[config.mk]
export PLATFORM = sky130hd
export DESIGN_NAME = video_timing_meter_flat
export DESIGN_NICKNAME = d
export VERILOG_FILES = /design/src/rtl/video_meas_pkg.sv /design/src/rtl/video_timing_meter_if.sv /design/src/rtl/sync_edge.sv /design/src/rtl/video_timing_meter.sv /design/src/flat_wrapper.sv
export SDC_FILE = /design/constraint.sdc
export NUM_CORES = 1
export LEC_CHECK = 0
export CAP_MARGIN = 25
export CORE_UTILIZATION = 45
export DETAILED_ROUTE_END_ITERATION = 8
export SLEW_MARGIN = 10
export SYNTH_ARGS = -nofsm -noshare
export SYNTH_HDL_FRONTEND = slang
export SYNTH_SLANG_ARGS = --single-unit
[constraint.sdc]
create_clock -name clk -period 3.43 [get_ports clk]
set_input_delay 0.5145 -clock clk [delete_from_list [all_inputs] [get_ports clk]]
set_output_delay 0.5145 -clock clk [all_outputs]
set_load 0.02 [all_outputs]
[src/rtl/video_meas_pkg.sv]
// rtl/video_meas_pkg.sv - shared widths, limits and result record for the video timing meter
// Contents: H_W/V_W counter widths, PAL_LINES threshold, WDOG_CNT line timeout,
//           vid_timing_t bundle of the four reported measurements.
package video_meas_pkg;

   localparam int H_W       = 12;
   localparam int V_W       = 11;
   localparam int PAL_LINES = 288;
   localparam int WDOG_CNT  = 4096;

   typedef struct packed {
      logic [H_W-1:0] h_total;
      logic [H_W-1:0] h_active;
      logic [V_W-1:0] v_total;
      logic [V_W-1:0] v_active;
   } vid_timing_t;

endpackage

[src/rtl/video_timing_meter_if.sv]
// rtl/video_timing_meter_if.sv - video input strobes and measurement results of the timing meter
// master: video source / observer (drives ce_pix, hsync, vsync, hblank, vblank; reads results)
// slave : the meter (reads video strobes; drives h_total, h_active, v_total, v_active,
//         pal_detect, locked, overflow, frame_done)
interface video_timing_meter_if;
   import video_meas_pkg::*;

   logic           ce_pix;
   logic           hsync;
   logic           vsync;
   logic           hblank;
   logic           vblank;
   logic [H_W-1:0] h_total;
   logic [H_W-1:0] h_active;
   logic [V_W-1:0] v_total;
   logic [V_W-1:0] v_active;
   logic           pal_detect;
   logic           locked;
   logic           overflow;
   logic           frame_done;

   modport master (
      output ce_pix, hsync, vsync, hblank, vblank,
      input  h_total, h_active, v_total, v_active, pal_detect, locked, overflow, frame_done
   );

   modport slave (
      input  ce_pix, hsync, vsync, hblank, vblank,
      output h_total, h_active, v_total, v_active, pal_detect, locked, overflow, frame_done
   );

endinterface

[src/rtl/sync_edge.sv]
// rtl/sync_edge.sv - pixel-enable gated rising-edge detector for a sync strobe
// Ports: clk, reset (sync, active-high), ce (sample enable), din (strobe),
//        rise (combinational: din is 1 now and was 0 at the previous ce sample).
module sync_edge (
   input  logic clk,
   input  logic reset,
   input  logic ce,
   input  logic din,
   output logic rise
);

   logic prev;

   always_ff @(posedge clk) begin
      if (reset) begin
         prev <= 1'b0;
      end else if (ce) begin
         prev <= din;
      end
   end

   assign rise = ce & din & ~prev;

endmodule

[src/rtl/video_timing_meter.sv]
// rtl/video_timing_meter.sv - measures line/field geometry of a video stream and reports lock
// Ports: clk, reset (sync, active-high), vid (slave modport): video strobes in,
//        h_total/h_active/v_total/v_active/pal_detect/locked/overflow/frame_done out.
module video_timing_meter
   import video_meas_pkg::*;
(
   input  logic                  clk,
   input  logic                  reset,
   video_timing_meter_if.slave   vid
);

   localparam logic [H_W-1:0] H_MAX = '1;
   localparam logic [V_W-1:0] V_MAX = '1;

   logic           h_rise;
   logic           v_rise;
   logic           active;
   logic           line_has_act;
   logic           wdog_hit;
   logic           ovf_hit;
   logic [H_W-1:0] px_cnt;
   logic [H_W-1:0] act_cnt;
   logic [H_W-1:0] line_len;
   logic [H_W-1:0] h_act_next;
   logic [V_W-1:0] ln_cnt;
   logic [V_W-1:0] vact_cnt;
   logic           armed;
   logic           hist_valid;
   logic           pal_q;
   logic           locked_q;
   logic           overflow_q;
   logic           frame_done_q;
   vid_timing_t    meas_q;
   vid_timing_t    meas_new;

   function automatic logic [H_W-1:0] inc_h(input logic [H_W-1:0] v);
      return (v == H_MAX) ? H_MAX : v + 1'b1;
   endfunction

   function automatic logic [V_W-1:0] inc_v(input logic [V_W-1:0] v);
      return (v == V_MAX) ? V_MAX : v + 1'b1;
   endfunction

   sync_edge u_hs_edge (.clk(clk), .reset(reset), .ce(vid.ce_pix), .din(vid.hsync), .rise(h_rise));
   sync_edge u_vs_edge (.clk(clk), .reset(reset), .ce(vid.ce_pix), .din(vid.vsync), .rise(v_rise));

   assign active       = ~vid.hblank & ~vid.vblank;
   assign line_has_act = (act_cnt != '0);

   // A line of WDOG_CNT samples saturates px_cnt, so the saturation value doubles as the timeout.
   assign wdog_hit = vid.ce_pix & ~h_rise & (px_cnt == H_W'(WDOG_CNT - 1));

   assign ovf_hit = vid.ce_pix & ((px_cnt == H_MAX) |
                                  (~h_rise & active & (act_cnt == H_MAX)) |
                                  (h_rise & (ln_cnt == V_MAX)) |
                                  (h_rise & line_has_act & (vact_cnt == V_MAX)));

   // Measurement set as it stands once the current sample is accounted for; an hsync rise
   // closes its line first, so a coincident vsync rise reports that line in the ending field.
   always_comb begin
      meas_new          = '0;
      meas_new.h_total  = h_rise ? inc_h(px_cnt) : line_len;
      meas_new.h_active = (h_rise && line_has_act) ? act_cnt : h_act_next;
      meas_new.v_total  = h_rise ? inc_v(ln_cnt) : ln_cnt;
      meas_new.v_active = (h_rise && line_has_act) ? inc_v(vact_cnt) : vact_cnt;
   end

   always_ff @(posedge clk) begin
      if (reset) begin
         px_cnt       <= '0;
         act_cnt      <= '0;
         line_len     <= '0;
         h_act_next   <= '0;
         ln_cnt       <= '0;
         vact_cnt     <= '0;
         armed        <= 1'b0;
         hist_valid   <= 1'b0;
         meas_q       <= '0;
         pal_q        <= 1'b0;
         locked_q     <= 1'b0;
         overflow_q   <= 1'b0;
         frame_done_q <= 1'b0;
      end else begin
         frame_done_q <= 1'b0;
         if (ovf_hit) begin
            overflow_q <= 1'b1;
         end
         if (vid.ce_pix) begin
            if (h_rise) begin
               px_cnt     <= '0;
               act_cnt    <= H_W'(active);
               line_len   <= meas_new.h_total;
               h_act_next <= meas_new.h_active;
               ln_cnt     <= meas_new.v_total;
               vact_cnt   <= meas_new.v_active;
            end else begin
               px_cnt <= inc_h(px_cnt);
               if (active) begin
                  act_cnt <= inc_h(act_cnt);
               end
            end
            if (v_rise) begin
               ln_cnt   <= '0;
               vact_cnt <= '0;
               armed    <= 1'b1;
               // The arming rise only starts a clean field; reporting begins at the next one.
               if (armed) begin
                  meas_q       <= meas_new;
                  pal_q        <= (meas_new.v_total >= V_W'(PAL_LINES));
                  locked_q     <= hist_valid && (meas_new == meas_q);
                  hist_valid   <= 1'b1;
                  frame_done_q <= 1'b1;
               end
            end
         end
         // A stalled line invalidates the comparison base, not just the current lock.
         if (wdog_hit) begin
            locked_q   <= 1'b0;
            hist_valid <= 1'b0;
         end
      end
   end

   assign vid.h_total    = meas_q.h_total;
   assign vid.h_active   = meas_q.h_active;
   assign vid.v_total    = meas_q.v_total;
   assign vid.v_active   = meas_q.v_active;
   assign vid.pal_detect = pal_q;
   assign vid.locked     = locked_q;
   assign vid.overflow   = overflow_q;
   assign vid.frame_done = frame_done_q;

endmodule

[src/flat_wrapper.sv]
// flat-port wrapper written by rule: the top's interface ports become plain ports
module video_timing_meter_flat import video_meas_pkg::*;
  (clk, reset, vid_ce_pix, vid_hsync, vid_vsync, vid_hblank, vid_vblank, vid_h_total, vid_h_active, vid_v_total, vid_v_active, vid_pal_detect, vid_locked, vid_overflow, vid_frame_done);
  video_timing_meter_if vid_i ();
  input  logic clk;
  input  logic reset;
  input wire logic [$bits(vid_i.ce_pix)-1:0] vid_ce_pix;
  input wire logic [$bits(vid_i.hsync)-1:0] vid_hsync;
  input wire logic [$bits(vid_i.vsync)-1:0] vid_vsync;
  input wire logic [$bits(vid_i.hblank)-1:0] vid_hblank;
  input wire logic [$bits(vid_i.vblank)-1:0] vid_vblank;
  output wire logic [$bits(vid_i.h_total)-1:0] vid_h_total;
  output wire logic [$bits(vid_i.h_active)-1:0] vid_h_active;
  output wire logic [$bits(vid_i.v_total)-1:0] vid_v_total;
  output wire logic [$bits(vid_i.v_active)-1:0] vid_v_active;
  output wire logic [$bits(vid_i.pal_detect)-1:0] vid_pal_detect;
  output wire logic [$bits(vid_i.locked)-1:0] vid_locked;
  output wire logic [$bits(vid_i.overflow)-1:0] vid_overflow;
  output wire logic [$bits(vid_i.frame_done)-1:0] vid_frame_done;
  assign vid_i.ce_pix = vid_ce_pix;
  assign vid_i.hsync = vid_hsync;
  assign vid_i.vsync = vid_vsync;
  assign vid_i.hblank = vid_hblank;
  assign vid_i.vblank = vid_vblank;
  assign vid_h_total = vid_i.h_total;
  assign vid_h_active = vid_i.h_active;
  assign vid_v_total = vid_i.v_total;
  assign vid_v_active = vid_i.v_active;
  assign vid_pal_detect = vid_i.pal_detect;
  assign vid_locked = vid_i.locked;
  assign vid_overflow = vid_i.overflow;
  assign vid_frame_done = vid_i.frame_done;
  video_timing_meter u_core (.clk(clk), .reset(reset), .vid(vid_i));
endmodule
Word-level counts from Yosys, hierarchy flattened:

Index checks and enable logic that the tools add are counted.

* $add $sub $neg: 4
* magnitude comparators: 1
* eq/ne operators: 5
* multiplexer cells: 16
* bitwise operators: 23
* reduce and logical (&&, ||, !) cells: 12

Operator list (count)
* $mux W11: 8
* $mux W12: 7
* $eq A46 B46 Y1: 1
* $add A12 B1 Y12 const B: 2
* $eq A12 B12 Y1 const B: 2
* $add A11 B1 Y11 const B: 2
* $eq A11 B11 Y1 const B: 2
* $and A1 B1 Y1: 13
* $reduce_bool A12 Y1: 1
* $ge A11 B9 Y1 const B: 1
* $reduce_and A2 Y1: 4
* $not A1 Y1: 7
* $reduce_bool A2 Y1: 2
* $or A1 B1 Y1: 3
* $reduce_and A3 Y1: 1
* $reduce_or A3 Y1: 1
* $logic_and A1 B1 Y1: 2
* $reduce_or A2 Y1: 1
* $mux W1: 1

* register bits: 124
* bits of input ports: 7
* output and inout bits: 50

Longest topological paths before layout:

Gate-level depths: netlist of the first run.

* depth in word-level cells: 9
* mapped depth: 12

Cells and area by module:

From an unflattened synthesis of the first run, not the netlist that was laid out.

* cells, all modules: 937
* area, all modules: 7193.1 um2

Modules (own cells, without submodules)
* video_timing_meter: instances 1, cells an instance 927, area an instance 7108.1 um2
* sync_edge: instances 2, cells an instance 5, area an instance 42.5 um2

Worst setup path after synthesis of the first run:

No wires, ideal clock.

* path kind: register to register
* start point: register u_core.px_cnt[0]
* end point: register u_core.locked_q, in the netlist u_core.vid.locked
* library setup time: 0.069 ns
* arrival: 2.462 ns
* required time: 3.361 ns
* path slack: 0.899 ns
* cell stages (with the launch flop): 13
* path buffers: 3
* cell sequence: dfxtp_1 > ha_1 > clkbuf_1 > nand3_1 > or3_1 > clkbuf_1 > clkbuf_1 > a31oi_1 > xnor2_1 > o2111ai_1 > nor4_1 > nand4_1 > o21ai_1

* word-level cells in the longest chain between the ends: 5
* elaborated cells between the ends (all ways): 8
* classes of those cells: add/sub: 1; eq/ne: 2; mux: 2; bitwise: 1; reduce/logical: 2

RTL lines
* start, declared: RTL line video_timing_meter.sv:21 `logic [H_W-1:0] px_cnt;`
* start signal, assigned: RTL line video_timing_meter.sv:97 `px_cnt <= inc_h(px_cnt);`
* $add A12 B1 Y12 / $eq A12 B12 Y1 (equally long branches): RTL line video_timing_meter.sv:37, video_timing_meter.sv:51
* $mux W12: RTL line video_timing_meter.sv:37 `return (v == H_MAX) ? H_MAX : v + 1'b1;`
* $mux W12: RTL line video_timing_meter.sv:62 `meas_new.h_total = h_rise ? inc_h(px_cnt) : line_len;`
* $eq A46 B46 Y1: RTL line video_timing_meter.sv:110 `locked_q <= hist_valid && (meas_new == meas_q);`
* $logic_and A1 B1 Y1: RTL line video_timing_meter.sv:110
* end signal, assigned: RTL line video_timing_meter.sv:110
* end, declared: RTL line video_timing_meter.sv:30 `logic locked_q;`

Parallel ways exist; a longest one is shown, timed or not.
A chain may end at the register's enable or synchronous reset.

Final worst setup path of the first run:

Ends and elaborated chain as after synthesis.

==> results of run 1 <==
worst max path at each step:
stage | depth (start not counted) | slack [ns] | startpoint | endpoint
2_1_floorplan | 12 | 0.90 | u_core.px_cnt[0] | u_core.vid.locked
3_3_place_gp | 10 | 0.09 | vid_hsync | u_core.vid.locked
3_5_place_dp | 10 | 0.11 | vid_hsync | u_core.vid.locked
4_1_cts | 10 | 0.37 | u_core.act_cnt[0] | u_core.vid.locked
5_1_grt | 10 | 0.05 | u_core.act_cnt[0] | u_core.vid.locked
6_report | 9 | 0.35 | u_core.px_cnt[0] | u_core.vid.locked
final cells by class:
type / count / area (sq um) / area share
tap: 180 / 225.2 / 0.02901
multi-input combinational: 619 / 3686 / 0.4749
clock buffer: 19 / 442.9 / 0.05706
timing repair buffer: 77 / 713.2 / 0.09188
clock inverter: 11 / 122.6 / 0.01580
inverter: 24 / 90.09 / 0.01161
sequential: 124 / 2482 / 0.3198
cell usage after synthesis, types with 6 or more instances:
master    count
and4_1        7
and3_1       13
a21oi_1      63
dfxtp_1     124
nand2b_1     11
o211ai_1      6
nor2_1      135
nand4_1      15
a211oi_1     34
xor2_1       15
clkbuf_1     39
nor2b_1      10
nor3_1       15
xnor2_1      22
nor4_1        9
or3_1         6
o21ai_0      20
buf_2        10
nand3_1      34
inv_1        24
o41ai_1       6
a31oi_1      17
and2_1       11
nand2_1      65
mux2i_1      16
kinds of logic after synthesis:
kind of cell,count (synthesis),synth area share
AND/OR/NAND/NOR,352,0.2652
AO/OA/AOI/OAI,205,0.2123
flip-flops,124,0.3832
buffers and inverters,79,0.04790
XOR/XNOR,37,0.05003
multiplexers,20,0.03168
adder cells (fa/ha/maj),5,0.009658
layer usage:
layer / share of wire / wire [microns]
met5: 0 / 0
met4: 0.024 / 488
met3: 0.056 / 1141
met2: 0.46 / 9334
met1: 0.46 / 9335
registers in the layout, summed over array words and instances (netlist names):
name,count
u_core.act_cnt,12
u_core.vid.h_total,12
u_core.h_act_next,12
u_core.vid.locked,1
u_core.vid.frame_done,1
u_core.u_hs_edge.prev,1
u_core.line_len,12
u_core.u_vs_edge.prev,1
u_core.ln_cnt,11
u_core.vid.v_active,11
u_core.vid.overflow,1
u_core.hist_valid,1
u_core.armed,1
u_core.vid.h_active,12
u_core.vid.pal_detect,1
u_core.px_cnt,12
u_core.vid.v_total,11
u_core.vact_cnt,11
per-stage QoR:
step | util | cells
finish | 0.5571 | 1054
global placement | 0.5165 | 1024
floorplan | - | 822
global route | 0.5571 | 1054
CTS | 0.5571 | 1054
detailed placement | 0.5165 | 1024
worst max-delay path, delay by kind of cell, from the launching register on:
kind / cells / cell delay (ns)
XOR/XNOR: 1 / 0.16
AND/OR/NAND/NOR: 5 / 1.51
adder cells (fa/ha/maj): 1 / 0.37
flip-flops: 1 / 0.42
AO/OA/AOI/OAI: 2 / 0.55
power by group:
group	total [uW]	internal (uW)	switching, uW
combinational	251	92.5	158
sequential	1490	1460	21.8
clock	1740	1080	660
total	3470	2630	841
==> summary.md, run 1 <==
| Metric | Value |
|---|---|
| Status | `completed` |
| Slew at the pin with the worst max-slew slack | `0.6894 ns` |
| Global-route met3 utilization | `0.04822` |
| Final WL | `20300 microns` |
| WHS | `0.4703 ns` |
| Worst min path class | `reg2reg` |
| Yosys Warn Count | `0` |
| Worst rel slew slack | `0.5339` |
| Sequential share of the synthesized area | `0.3832` |
| RR Startpoint | `u_core.px_cnt[0]` |
| Post-synth EDFFs | `0` |
| Top area cells in the synthesized netlist | `dfxtp_1 (38%), nor2_1 (7.8%), a21oi_1 (4.9%)` |
| Most frequent cells in the layout | `nor2_1 (135), dfxtp_1 (124), nand2_1 (65), a21oi_1 (63), clkdlybuf4s50_1 (55)` |
| R2r setup slk | `0.35 ns` |
| IO Count | `57` |
| Die Ht | `122.0 microns` |
| Met2 GRT Util | `0.4481` |
| RSZ-0062 raised after global routing | `no` |
| Worst path slowest cell | `or3_1` |
| CTS Hold Buffers Added | `0` |
| Avg Synthesized Cell Area | `7.880 sq um` |
| Max-Cap Viols | `0` |
| Area of the core | `13930 sq um` |
| Worst path max stage delay | `0.63 ns` |
| Final Power | `3472 uW` |
| Launch point of the worst hold path | `u_core.hist_valid` |
| Total die area | `14880 sq um` |
| Hold EP | `u_core.hist_valid` |
| CP Launch Type | `register` |
| LEAKAGE | `0.002746 uW` |
| First-pass DRT Iterations | `5` |
| Primary FF master, synth | `dfxtp_1` |
| Worst EP required | `3.78 ns` |
| Avg WL per Cell | `19.26 microns` |
| GPL Wtd Cong | `0.9492` |
| Mapped cell area | `6477 sq um` |
| Initial antenna violation count | `0` |
| Vias per cell | `5.963` |
| Htree depth | `4` |
| Layout cell share with drive strength beyond 1 | `0.08238` |
| Dpl cell area | `7197 sq um` |
| Residual DRC | `0` |
| Initial Util | `0.4648` |
| Std cell rows | `43` |
| Area leader, netlist | `dfxtp_1` |
| Sink Count | `124` |
| Hold Crit Depth | `1` |
| Crit path max fanout | `14` |
| Met1 usage | `0.3833` |
| Gr usage total | `0.2834` |
| Clk_lat worst skew | `0.42 ns` |
| DIE WIDTH | `122.0 microns` |
| Gr ovfl total | `0` |
| Final period util | `0.8975` |
| Depth of the worst register-to-register path | `9` |
| # Post-CTS Setup Buffers | `0` |
| DRT iter0 DRCs | `431` |
| Clock Skews | `0.005855 ns` |
| Async S/R FF share, synth | `0` |
| TritonCTS Buffers | `17` |
| Net Count, Synth | `834` |
| Final setup fails | `0` |
| Port Buffers | `56` |
| Synth top area share | `0.3832` |
| Max-slew violations | `0` |
| Distinct cell type count after synthesis | `70` |
| Routed Antenna Nets | `0` |
| Clock root buffer | `clkbuf_16` |
| Layout fillers | `1315` |
| Nets | `875` |
| Area growth, synth to finish | `19.84%` |
| Pwr/cell area | `447.3 nW/um^2` |
| Min cycle time layout | `3.078 ns` |
| Final HPWL DP | `14820 microns` |
| CP dominant cell by count | `nand4_1` |
| First-pass GRT wire length | `31770 microns` |
| Final WS setup | `0.3516 ns` |
| Bufs on Longest Clock Path | `2` |
| Busiest metal layer after global routing | `met2` |
| Largest net degree at the start of global routing | `55` |
| Setup_tns | `0 ns` |
| Vias in the first global route | `5790` |
| Hold Violations, Final | `0` |
| Antenna diode count | `0` |
| CP arrival | `3.43 ns` |
| Total number of vias | `6285` |
| Critical path class | `reg2reg` |
| Register bit total from synthesis | `124` |
| CP cell instances | `ha_1 -> nand3_1 -> or3_1 -> a31oi_1 -> xnor2_1 -> nand4_1 -> nor4_1 -> nand4_1 -> o21ai_1` |
| Peak supply drop | `0.3387 mV` |
| CP Capture Type | `register` |
| Fmax achieved | `324.8 MHz` |
| CTS resizes | `0` |
| CTS tree | `yes` |
| Fin area | `7762 sq um` |
| Synthesized instance count | `822` |
| Worst reg2reg path endpoint | `u_core.vid.locked` |
| Clock transition at path regs | `0.06 ns` |
| Commonest non-fill, non-tap cell in the layout | `nor2_1` |
| Worst slack, placed | `0.1125 ns` |
Note: power is estimated with default switching activity, not from simulation.
==> inputs of run 2 (changes only) <==
==> constraint.sdc (replaced) <==
create_clock -name clk -period 3.43 [get_ports clk]
set_input_delay 0.8575 -clock clk [delete_from_list [all_inputs] [get_ports clk]]
set_output_delay 0.8575 -clock clk [all_outputs]
set_load 0.02 [all_outputs]
==> run 2 against run 1 <==
Combinational power rose by 4%; first-iteration DRC count is 12% higher; critical path type unchanged; largest cell class unchanged; core utilization rose by 1.8 points; critical path depth up 1; non-clock buffer count grew 27.
==> summary.md, run 2 (same netlist as run 1, synthesis figures left out) <==
| Metric | Value |
|---|---|
| Status | `completed (unchanged)` |
| Peak supply drop | `0.3191 mV (was 0.3387 mV)` |
| LEAKAGE | `0.002908 uW (was 0.002746 uW)` |
| CP cell instances | `inv_1 -> ha_1 -> nor4b_1 -> nand2_1 -> nand3_1 -> a21oi_1 -> a2111oi_0 -> and4_1 -> nand4_1 -> o21ai_1 (was ha_1 -> nand3_1 -> or3_1 -> a31oi_1 -> xnor2_1 -> nand4_1 -> nor4_1 -> nand4_1 -> o21ai_1)` |
| Clock root buffer | `clkbuf_16 (unchanged)` |
| Area of the core | `13930 sq um (unchanged)` |
| WP buf/inv | `1 (was 0)` |
| Worst rel slew slack | `0.5055 (was 0.5339)` |
| TritonCTS Buffers | `17 (unchanged)` |
| DIE WIDTH | `122.0 microns (unchanged)` |
| Worst path slowest cell | `a2111oi_0 (was or3_1)` |
| IO Count | `57 (unchanged)` |
| Worst min path class | `reg2reg (unchanged)` |
| Sequential Power Share | `0.415 (was 0.428)` |
| Crit path max-delay family | `simple AND/OR/NAND/NOR gates (unchanged)` |
| Largest net degree at the start of global routing | `93 (was 55)` |
| First-pass GRT wire length | `32060 microns (was 31770 microns)` |
| Htree depth | `4 (unchanged)` |
| Initial Util | `0.4648 (unchanged)` |
| CTS tree | `yes (unchanged)` |
| Final setup fails | `0 (unchanged)` |
| Worst path max stage delay | `0.67 ns (was 0.63 ns)` |
| Clock Skews | `0.01032 ns (was 0.005855 ns)` |
| Avg WL per Cell | `18.63 microns (was 19.26 microns)` |
| Commonest non-fill, non-tap cell in the layout | `nor2_1 (unchanged)` |
| CP arrival | `3.57 ns (was 3.43 ns)` |
| Total die area | `14880 sq um (unchanged)` |
| Post-route insts no fill | `1081 (was 1054)` |
| Vias per cell | `5.874 (was 5.963)` |
| Clk pwr share | `0.512 (was 0.500)` |
| Initial antenna violation count | `0 (unchanged)` |
| Pwr/cell area | `446.2 nW/um^2 (was 447.3 nW/um^2)` |
| Max-slew violations | `0 (unchanged)` |
| Residual DRC | `0 (unchanged)` |
| Gr usage total | `0.2857 (was 0.2834)` |
| Internal power | `2755 uW (was 2631 uW)` |
| Layout cell share with drive strength beyond 1 | `0.1077 (was 0.08238)` |
| Routed Antenna Nets | `0 (unchanged)` |
| Final period util | `0.9369 (was 0.8975)` |
| CP Capture Type | `register (unchanged)` |
| Fmax achieved | `311.2 MHz (was 324.8 MHz)` |
| RSZ-0062 raised after global routing | `no (unchanged)` |
| Slew at the pin with the worst max-slew slack | `0.7231 ns (was 0.6894 ns)` |
| Die Ht | `122.0 microns (unchanged)` |
| Comb pwr share | `0.073 (was 0.072)` |
| Crit path max fanout | `8 (was 14)` |
| CP Launch Type | `register (unchanged)` |
| Worst EP required | `3.79 ns (was 3.78 ns)` |
| Gr ovfl total | `0 (unchanged)` |
| Final HPWL DP | `14670 microns (was 14820 microns)` |
| First-pass DRT Iterations | `5 (unchanged)` |
| Clk_lat worst skew | `0.42 ns (about the same)` |
| DRT iter0 DRCs | `484 (was 431)` |
| Area growth, synth to finish | `23.76% (was 19.84%)` |
| Nets | `902 (was 875)` |
| Antenna diode count | `0 (unchanged)` |
| Fin area | `8016 sq um (was 7762 sq um)` |
| CTS resizes | `0 (unchanged)` |
| # Post-CTS Setup Buffers | `0 (unchanged)` |
| Dpl cell area | `7425 sq um (was 7197 sq um)` |
| Bufs on Longest Clock Path | `2 (unchanged)` |
| Critical path class | `reg2reg (unchanged)` |
| Layout fillers | `1294 (was 1315)` |
| Placed insts | `1051 (was 1024)` |
| Sink Count | `124 (unchanged)` |
| GPL Wtd Cong | `0.9063 (was 0.9492)` |
| Hold Violations, Final | `0 (unchanged)` |
| Final WL | `20140 microns (was 20300 microns)` |
| Min cycle time layout | `3.213 ns (was 3.078 ns)` |
| CTS Hold Buffers Added | `0 (unchanged)` |
| Sw Ratio | `0.2299 (was 0.2421)` |
| Vias in the first global route | `5882 (was 5790)` |
| Port Buffers | `56 (unchanged)` |
| Most frequent cells in the layout | `nor2_1 (135), dfxtp_1 (124), nand2_1 (65), a21oi_1 (63), clkdlybuf4s50_1 (55) (unchanged)` |
| Clock transition at path regs | `0.05 ns (was 0.06 ns)` |
| Max-Cap Viols | `0 (unchanged)` |
| Switching pwr | `822.3 uW (was 840.5 uW)` |
| Std cell rows | `43 (unchanged)` |
| Total number of vias | `6350 (was 6285)` |
-- run 2: changes by cell type in the layout (fill, tap and decap cells not counted), sizes merged --
cell | previous run | this run
buf | 22 | 49
clkbuf | 19 | 23
clkinvlp | 4 | 0
bufinv | 2 | 3
clkinv | 5 | 4
-- run 2: worst paths after layout --
| kind | depth (start not counted) | start | slack, ns | to |
|---|---|---|---|---|
| setup / recovery | 10 | u_core.act_cnt[0] | 0.22 | u_core.vid.locked |
| hold / removal | 2 | u_core.vid.v_active[1] | 0.47 | u_core.vid.v_active[1] |
| setup reg to reg | 10 | u_core.act_cnt[0] | 0.22 | u_core.vid.locked |
| hold reg to reg | 2 | u_core.vid.v_active[1] | 0.47 | u_core.vid.v_active[1] |
-- run 2: through the flow --
stage,TNS [ns],utilization,setup WS (ns),hold slack [ns],power (uW)
after CTS,0,0.5753,0.2498,0.4758,3595
after detailed placement,-0.1042,0.5328,-0.1042,0.4672,1774
final,0,0.5753,0.2166,0.4712,3577
after global placement,-0.1322,0.5328,-0.1322,0.4547,1771
after global routing,0,0.5753,0.05604,0.4965,3693
after floorplan,0,-,0.6713,0.4344,1675
-- run 2: worst min-delay path: cells and delay by family, from the launching register on --
kind | cells | cell delay, ns
and+or+nand+nor | 1 | 0.05
AOI/OAI and AO/OA | 1 | 0.05
DFF | 1 | 0.32
-- run 2: area by class of cell --
type / count / area (sq um) / share of cell area
clock buffers: 23 / 478.0 / 0.05962
multi-input cells: 619 / 3686 / 0.4598
repair buffers: 104 / 940.9 / 0.1174
inverters: 24 / 90.09 / 0.01124
well taps: 180 / 225.2 / 0.02809
flip-flops and latches: 124 / 2482 / 0.3097
clock inverters: 7 / 113.9 / 0.01420
-- run 2: routing by layer --
metal / GRT usage / wire length [microns] / vias to the layer above
li1: - / - / 3099
met1: 0.3842 / 9333 / 3030
met2: 0.4502 / 9345 / 188
met3: 0.04963 / 943 / 33
met4: 0.1165 / 520 / 0
met5: 0 / 0 / -
-- run 2: power by group through the flow --
stage                     registers [uW]  logic [uW]  clock network [uW]
final                               1490         261                1830
after CTS                           1480         260                1850
after detailed placement            1520         258                   0
after global routing                1490         283                1920
after global placement              1510         256                   0
after floorplan                     1520         154                   0
